**src/rtl/rr_grant_sel_4.sv**
```systemverilog
// rr_grant_sel_4: four-requester round-robin arbiter.
// Produces a registered 2-bit grant index plus a valid flag for the downstream
// 2-to-4 decoder. A grant is held until the owner pulses done or until it has
// been held for MAX_HOLD cycles, whichever comes first.
module rr_grant_sel_4 #(
    parameter int unsigned MAX_HOLD = 15
) (
    input  logic       clk,
    input  logic       rst,
    input  logic [3:0] req,
    input  logic       done,
    output logic       grant_valid,
    output logic [1:0] grant_idx,
    output logic       timeout
);

    typedef enum logic {
        IDLE = 1'b0,
        BUSY = 1'b1
    } state_t;

    localparam logic [7:0] HOLD_LAST = 8'(MAX_HOLD - 1);

    state_t     r_state;
    logic [1:0] r_last;
    logic [7:0] r_hold_cnt;
    logic       r_grant_valid;
    logic [1:0] r_grant_idx;
    logic       r_timeout;

    logic       w_found;
    logic [1:0] w_sel;

    // Round-robin search: first set request at last+1, last+2, last+3, last (mod 4).
    always_comb begin
        logic [1:0] w_cand;
        w_found = 1'b0;
        w_sel   = r_last;
        w_cand  = r_last;
        for (int unsigned k = 1; k <= 4; k++) begin
            w_cand = r_last + k[1:0];
            if (!w_found && req[w_cand]) begin
                w_found = 1'b1;
                w_sel   = w_cand;
            end
        end
    end

    // Arbiter FSM: grant from IDLE, hold in BUSY until done or hold limit.
    always_ff @(posedge clk) begin
        if (rst) begin
            r_state       <= IDLE;
            r_last        <= 2'd3;
            r_hold_cnt    <= '0;
            r_grant_valid <= 1'b0;
            r_grant_idx   <= 2'b00;
            r_timeout     <= 1'b0;
        end else begin
            r_timeout <= 1'b0;
            case (r_state)
                IDLE: begin
                    if (w_found) begin
                        r_grant_idx   <= w_sel;
                        r_last        <= w_sel;
                        r_grant_valid <= 1'b1;
                        r_hold_cnt    <= '0;
                        r_state       <= BUSY;
                    end
                end
                BUSY: begin
                    // done has priority over an expiring hold, so no timeout pulse then.
                    if (done) begin
                        r_grant_valid <= 1'b0;
                        r_state       <= IDLE;
                    end else if (r_hold_cnt == HOLD_LAST) begin
                        r_grant_valid <= 1'b0;
                        r_timeout     <= 1'b1;
                        r_state       <= IDLE;
                    end else begin
                        r_hold_cnt <= r_hold_cnt + 8'd1;
                    end
                end
                default: begin
                    r_state       <= IDLE;
                    r_grant_valid <= 1'b0;
                end
            endcase
        end
    end

    assign grant_valid = r_grant_valid;
    assign grant_idx   = r_grant_idx;
    assign timeout     = r_timeout;

endmodule

```
**config.mk**
```make
export PLATFORM = sky130hd
export DESIGN_NAME = rr_grant_sel_4
export DESIGN_NICKNAME = d
export VERILOG_FILES = /design/src/rtl/rr_grant_sel_4.sv
export SDC_FILE = /design/constraint.sdc
export NUM_CORES = 1
export LEC_CHECK = 0
export BUFFER_PORTS_ARGS = -buffer_cell sky130_fd_sc_hd__buf_4
export CORE_MARGIN = 1.5
export CORE_UTILIZATION = 54
export CTS_CLUSTER_DIAMETER = 100
export CTS_CLUSTER_SIZE = 24
export DETAILED_ROUTE_END_ITERATION = 10
export GPL_ROUTABILITY_DRIVEN = 0
export GPL_TIMING_DRIVEN = 0
export PLACE_DENSITY_LB_ADDON = 0.08
export REMOVE_ABC_BUFFERS = 1
export SLEW_MARGIN = 10
export SYNTH_ARGS = -nofsm -noshare
export SYNTH_HDL_FRONTEND = slang
export SYNTH_SLANG_ARGS = --single-unit
```
**constraint.sdc**
```tcl
create_clock -name clk -period 2.7 [get_ports clk]
set_clock_uncertainty 0.15 [all_clocks]
set_input_delay 0.54 -clock clk [delete_from_list [all_inputs] [get_ports clk]]
set_output_delay 0.54 -clock clk [all_outputs]
set_load 0.01 [all_outputs]
```
==> results of run 1 <==
## through the flow
stage          utilization  cells  cell area, µm²
2_1_floorplan            -     82           733.2
3_3_place_gp        0.6436    107           827.0
3_5_place_dp        0.6436    107           827.0
4_1_cts             0.6650    111           854.6
5_1_grt             0.6650    111           854.6
6_report            0.6650    111           854.6
## sequential cells by signal, summed over array words and instances, names as in the netlist
register and count:
r_hold_cnt 8, r_state 1, timeout 1, r_last 2, grant_idx 2, grant_valid 1
## Yosys cell counts (3+ instances only)
| cell type | number |
|---|---|
| a21oi_1 | 5 |
| dfxtp_1 | 15 |
| inv_1 | 3 |
| nand2_1 | 4 |
| nand2b_1 | 3 |
| nand3_1 | 4 |
| nor2_1 | 12 |
| nor2b_1 | 3 |
| nor3_1 | 3 |
| o21ai_0 | 4 |
| xor2_1 | 3 |
## report_power, final
part | internal (mW) | switching [mW]
Clock | 0.0550 | 0.0726
Sequential | 0.232 | 0.00955
Combinational | 0.0296 | 0.0312
Total | 0.317 | 0.113
## cell families (layout without fill, tap and decap cells)
group	Yosys count	in the layout	synth area share
AOI/OAI and AO/OA	19	19	0.1936
muxes	1	1	0.01358
DFF	15	15	0.4075
xor gates and xnor gates	4	4	0.04755
adders and majority gates	2	2	0.03395
and+or+nand+nor	38	38	0.2835
buffers and inverters	4	17	0.02037
## layout make-up
type / instances / share of cell area
multi-input combinational: 64 / 0.4934
sequential: 15 / 0.3514
tap: 15 / 0.02196
clock inverter: 1 / 0.005857
clock buffer: 3 / 0.02635
inverter: 3 / 0.01318
timing repair buffer: 10 / 0.08785
## final timing paths
| kind | from | end | slack, ps |
|---|---|---|---|
| hold / removal | grant_idx[1]$_SDFFE_PP0P_ | grant_idx[1]$_SDFFE_PP0P_ | 320 |
| hold reg to reg | grant_idx[1]$_SDFFE_PP0P_ | grant_idx[1]$_SDFFE_PP0P_ | 320 |
| setup / recovery | r_hold_cnt[0]$_SDFFE_PP0P_ | r_hold_cnt[3]$_SDFFE_PP0P_ | 1010 |
| setup reg to reg | r_hold_cnt[0]$_SDFFE_PP0P_ | r_hold_cnt[3]$_SDFFE_PP0P_ | 1010 |
## routing by layer
layer | vias up | track usage
met5 | - | 0
met4 | 0 | 0.1293
met3 | 4 | 0.03333
met2 | 9 | 0.2500
met1 | 264 | 0.2432
li1 | 326 | -
==> results.ini, run 1 <==
[outcome]
status = complete, no violations

[critical_path]
r2r_cells = 5
crit_type = reg2reg
path_cells = inv_1, ha_1, a31o_4, or3_1, a21oi_1
worst_path_max_delay_cell = dfxtp_1
worstPathRequired_ps = 2770
cp_max_fo = 9
max_stage_delay_ps = 420
cp_num_buf_inv = 1
critPathArrivalTime_ps = 1760
start_kind = flip-flop
crit_cells = 5
crit_family = flip-flops
cp-end-kind = flip-flop

[run]
drv_cap = 0

[power]
peakVddDrop_mv = 0.2935
power_density_nw_per_um2 = 503.3
power_mw = 0.4301
p_leak_nw = 0.3370

[drt]
dr.max_layer_used = met4
wirelength_um = 1308
drc_errors = 0
wire_per_inst_um = 11.78
wl_met2_um = 571
wirelength_met1_um = 676
via_per_inst = 5.432
firstDrtPassIters = 4
vias = 603
postRouteAntennaNets = 0
initialDrtViolationCount = 8
wl_met3_um = 35

[placed_design]
hpwl_um = 1025
post-place-ws_ps = 878.3
portBuffers = 10

[clocking]
cts_tree = done
cts.sink_count = 15
holdBufCountCts = 0
cts_max_level = 1
clk_path_buf_depth = 2
cts_resized = 0
root_buffer = clkbuf_4
postCtsSetupBuffers = 0
cts_buffers = 3
clkTransAtPathRegs_ps = 90
insertion_delay_ps = 280

[grt]
grt_antenna_before_repair = 0
gr-total-overflow = 0
grt_first_pass_wirelength_um = 1821
grt_pass1_vias = 414
grt_start_max_net_pins = 11
track_usage = 0.1791

[layout]
final-seq-area_um2 = 300.3
area_delta_synth_final_pct = 15.96
multi_input_area_um2 = 421.7
most-common-layout-cells = dfxtp_1, nor2_1, buf_4
fill_cells = 111
diodes = 0
nets = 106
final_common_cell = dfxtp_1
layout-drive-gt1-share = 0.2083

[sta]
finalHoldViolCount = 0
setup_viol = 0
setup_ws_ps = 1012
slew_viol_final = 0
post-route-period-util = 0.6252
timing.setup.tns_ps = 0
worst_pin_slew_ps = 344.6
whs_ps = 322.3
fmax_mhz = 592.4
layout_min_cycle_time_ps = 1688
rsz0062_at_grt = no
slew_headroom = 0.7703

[yosys]
synth_area_per_cell_um2 = 8.879
synthFlopType = dfxtp_1
yosysWarnings = 0
synth_top_area_cell = dfxtp_1
yosysSeqAreaShare = 0.4075
ys_ff_latch = 15
syn-cell-area_um2 = 737.0
synthDistinctLibCells = 30
synth_top_area_frac = 0.4075
synthArstFlopShare = 0
synth_edf_count = 0
synth_area_leaders = dfxtp_1, nor2_1, xor2_1, a21oi_1, ha_1
syn_inst = 83

[floorplan]
io_pins = 11
core_area_um2 = 1285
start_util = 0.5735
die-height_um = 39.94
die_x_um = 39.94
rows = 13
die_area_um2 = 1595

[worst_hold_path]
holdPathStages = 1
hold_path_class = reg2reg

Note: power is estimated with default switching activity, not from simulation.
==> inputs of run 2 (changes only) <==
--- a/config.mk
+++ b/config.mk
@@ -5,9 +5,10 @@
 export SDC_FILE = /design/constraint.sdc
 export NUM_CORES = 1
 export LEC_CHECK = 0
+export ABC_AREA = 1
 export BUFFER_PORTS_ARGS = -buffer_cell sky130_fd_sc_hd__buf_4
 export CORE_MARGIN = 1.5
-export CORE_UTILIZATION = 54
+export CORE_UTILIZATION = 51
 export CTS_CLUSTER_DIAMETER = 100
 export CTS_CLUSTER_SIZE = 24
 export DETAILED_ROUTE_END_ITERATION = 10
==> constraint.sdc (replaced) <==
create_clock -name clk -period 1.53 [get_ports clk]
set_clock_uncertainty 0.15 [all_clocks]
set_input_delay 0.306 -clock clk [delete_from_list [all_inputs] [get_ports clk]]
set_output_delay 0.306 -clock clk [all_outputs]
set_load 0.01 [all_outputs]
==> results.ini, run 2 <==
[outcome]
status = finished, violations left
violations = negative setup slack

[sta]
worst_pin_slew_ps = 452.4
slew_headroom = 0.6965
post-route-period-util = 1.095
finalHoldViolCount = 0
setup_ws_ps = -145.5
fmax_mhz = 596.8
slew_viol_final = 0
rsz0062_at_grt = yes
timing.setup.tns_ps = -1581
setup_viol = 14
layout_min_cycle_time_ps = 1675

[yosys]
synth_top_family_by_area = simple AND/OR/NAND/NOR gates
synthDistinctLibCells = 28
synth_area_per_cell_um2 = 7.035
synth_top_area_frac = 0.2985
synth.most_common_cell = nand2_1
syn-cell-area_um2 = 1006
yosysWarnings = 0
synthFlopType = dfxtp_1
synth_top_area_cell = dfxtp_1
synth-simple-area-share = 0.4154
synth_area_leaders = dfxtp_1, nand2_1, nand2_2, nand3_2, a21oi_1
synth_xor_xnor_area_share = 0.04353
synth-compound-area-share = 0.1231
yosysSeqAreaShare = 0.2985
synthArstFlopShare = 0
syn_inst = 143
ys_ff_latch = 15
synthMuxAreaShare = 0
synth_common_cells = nand2_1, dfxtp_1, nand2_2, nor2_1, a21oi_1
synth_edf_count = 0
synth-adder-area-share = 0.02488

[clocking]
cts.sink_count = 15
root_buffer = clkbuf_4
cts_max_level = 1
clkTransAtPathRegs_ps = 100
clk_path_buf_depth = 2
cts_tree = done
insertion_delay_ps = 290
cts_buffers = 3

[drt]
wire_per_inst_um = 14.29
via_per_inst = 5.437
initialDrtViolationCount = 22
wirelength_um = 2715
drc_errors = 0
postRouteAntennaNets = 0
firstDrtPassIters = 4
vias = 1033

[placed_design]
hpwl_um = 1429
portBuffers = 10

[critical_path]
worstPathRequired_ps = 1620
start_kind = flip-flop
critPathArrivalTime_ps = 1770
cp_max_fo = 6
crit_type = reg2reg
cp-end-kind = flip-flop

[power]
power_density_nw_per_um2 = 1542
p_leak_nw = 0.5834
power_mw = 2.109
peakVddDrop_mv = 1.023

[layout]
final_common_cell = nand2_1
nets = 175
area_delta_synth_final_pct = 35.95
fill_cells = 146
largest_register_ffs = 8
diodes = 0
regMostFlops = r_hold_cnt
most-common-layout-cells = nand2_1, buf_4, nand2_2
layout-drive-gt1-share = 0.4727

[grt]
grt_first_pass_wirelength_um = 4084
gr-total-overflow = 0
grt_start_max_net_pins = 14
grt_pass1_vias = 919
grt_antenna_before_repair = 0
track_usage = 0.2648

[floorplan]
rows = 15
start_util = 0.5642
die_x_um = 47.41
io_pins = 11
die_area_um2 = 2248
core_area_um2 = 1783
die-height_um = 47.41

[worst_hold_path]
hold_path_class = in2reg

[run]
drv_cap = 0

run 2: final timing paths:
| kind | from | to | slack (ps) | depth (start not counted) |
|---|---|---|---|---|
| min | done | timeout$_SDFF_PP0_ | 20 | 2 |
| max | r_last[0]$_SDFFE_PP1P_ | r_hold_cnt[1]$_SDFFE_PP0P_ | -150 | 11 |
| min reg2reg | grant_idx[1]$_SDFFE_PP0P_ | grant_idx[1]$_SDFFE_PP0P_ | 340 | 2 |
| max reg2reg | r_last[0]$_SDFFE_PP1P_ | r_hold_cnt[1]$_SDFFE_PP0P_ | -150 | 11 |
run 2: metal layers:
| layer | routed length, µm | vias to the layer above | GRT usage |
|---|---|---|---|
| li1 | - | 507 | - |
| met1 | 1162 | 488 | 0.3372 |
| met2 | 1380 | 34 | 0.4297 |
| met3 | 133 | 4 | 0.06038 |
| met4 | 38 | 0 | 0.1111 |
| met5 | 0 | - | 0 |
run 2: cell families (layout without fill, tap and decap cells):
group	after synthesis	after routing
fa+ha+maj	2	2
flops	15	15
buf+inv	17	38
compound gates	20	20
simple gates	84	85
xor+xnor	5	5
run 2: worst max-delay path: stages (launching register included):
cell and delay, ps:
dfxtp_4 390, buf_6 140, nand2_4 60, nand2_4 60
nand2_2 80, nand2_2 80, nor2_4 120, nand3_4 130
nand2_8 120, buf_12 130, nand3_2 60, a21oi_2 110
run 2: area by class of cell:
cell class | instances | area [µm²] | area share
multi-input cells | 112 | 743.2 | 0.5435
inverters | 12 | 50.05 | 0.03660
clock inverters | 1 | 5.005 | 0.003660
well taps | 25 | 31.28 | 0.02287
repair buffers | 22 | 205.2 | 0.1500
clock buffers | 3 | 22.52 | 0.01647
flip-flops and latches | 15 | 310.3 | 0.2269
run 2: power by group:
part	total (mW)	switching [mW]	internal, mW
Combinational	1.35	0.791	0.555
Clock	0.238	0.140	0.0975
Sequential	0.525	0.0662	0.459
run 2: per-stage QoR:
stage | hold WS [ps] | area (µm²) | utilization | std cells | worst slack [ps]
detailed placement | 317.2 | 1067 | 0.5986 | 173 | -378.3
global route | 24.19 | 1368 | 0.7670 | 190 | -244.8
global placement | 302.8 | 1067 | 0.5986 | 173 | -369.4
CTS | 19.21 | 1279 | 0.7172 | 187 | -110.7
floorplan | 218.4 | 960.9 | - | 138 | -165.0
finish | 21.22 | 1368 | 0.7670 | 190 | -145.5
run 2: what timing repair did:
item	CTS	global route
endpoints found under the setup margin	14	14
gates cloned	1	0
hold buffers	0	0
pin swaps	13	20
hold endpoints to repair	0	0
buffers inserted	9	3
gates resized for setup	26	19
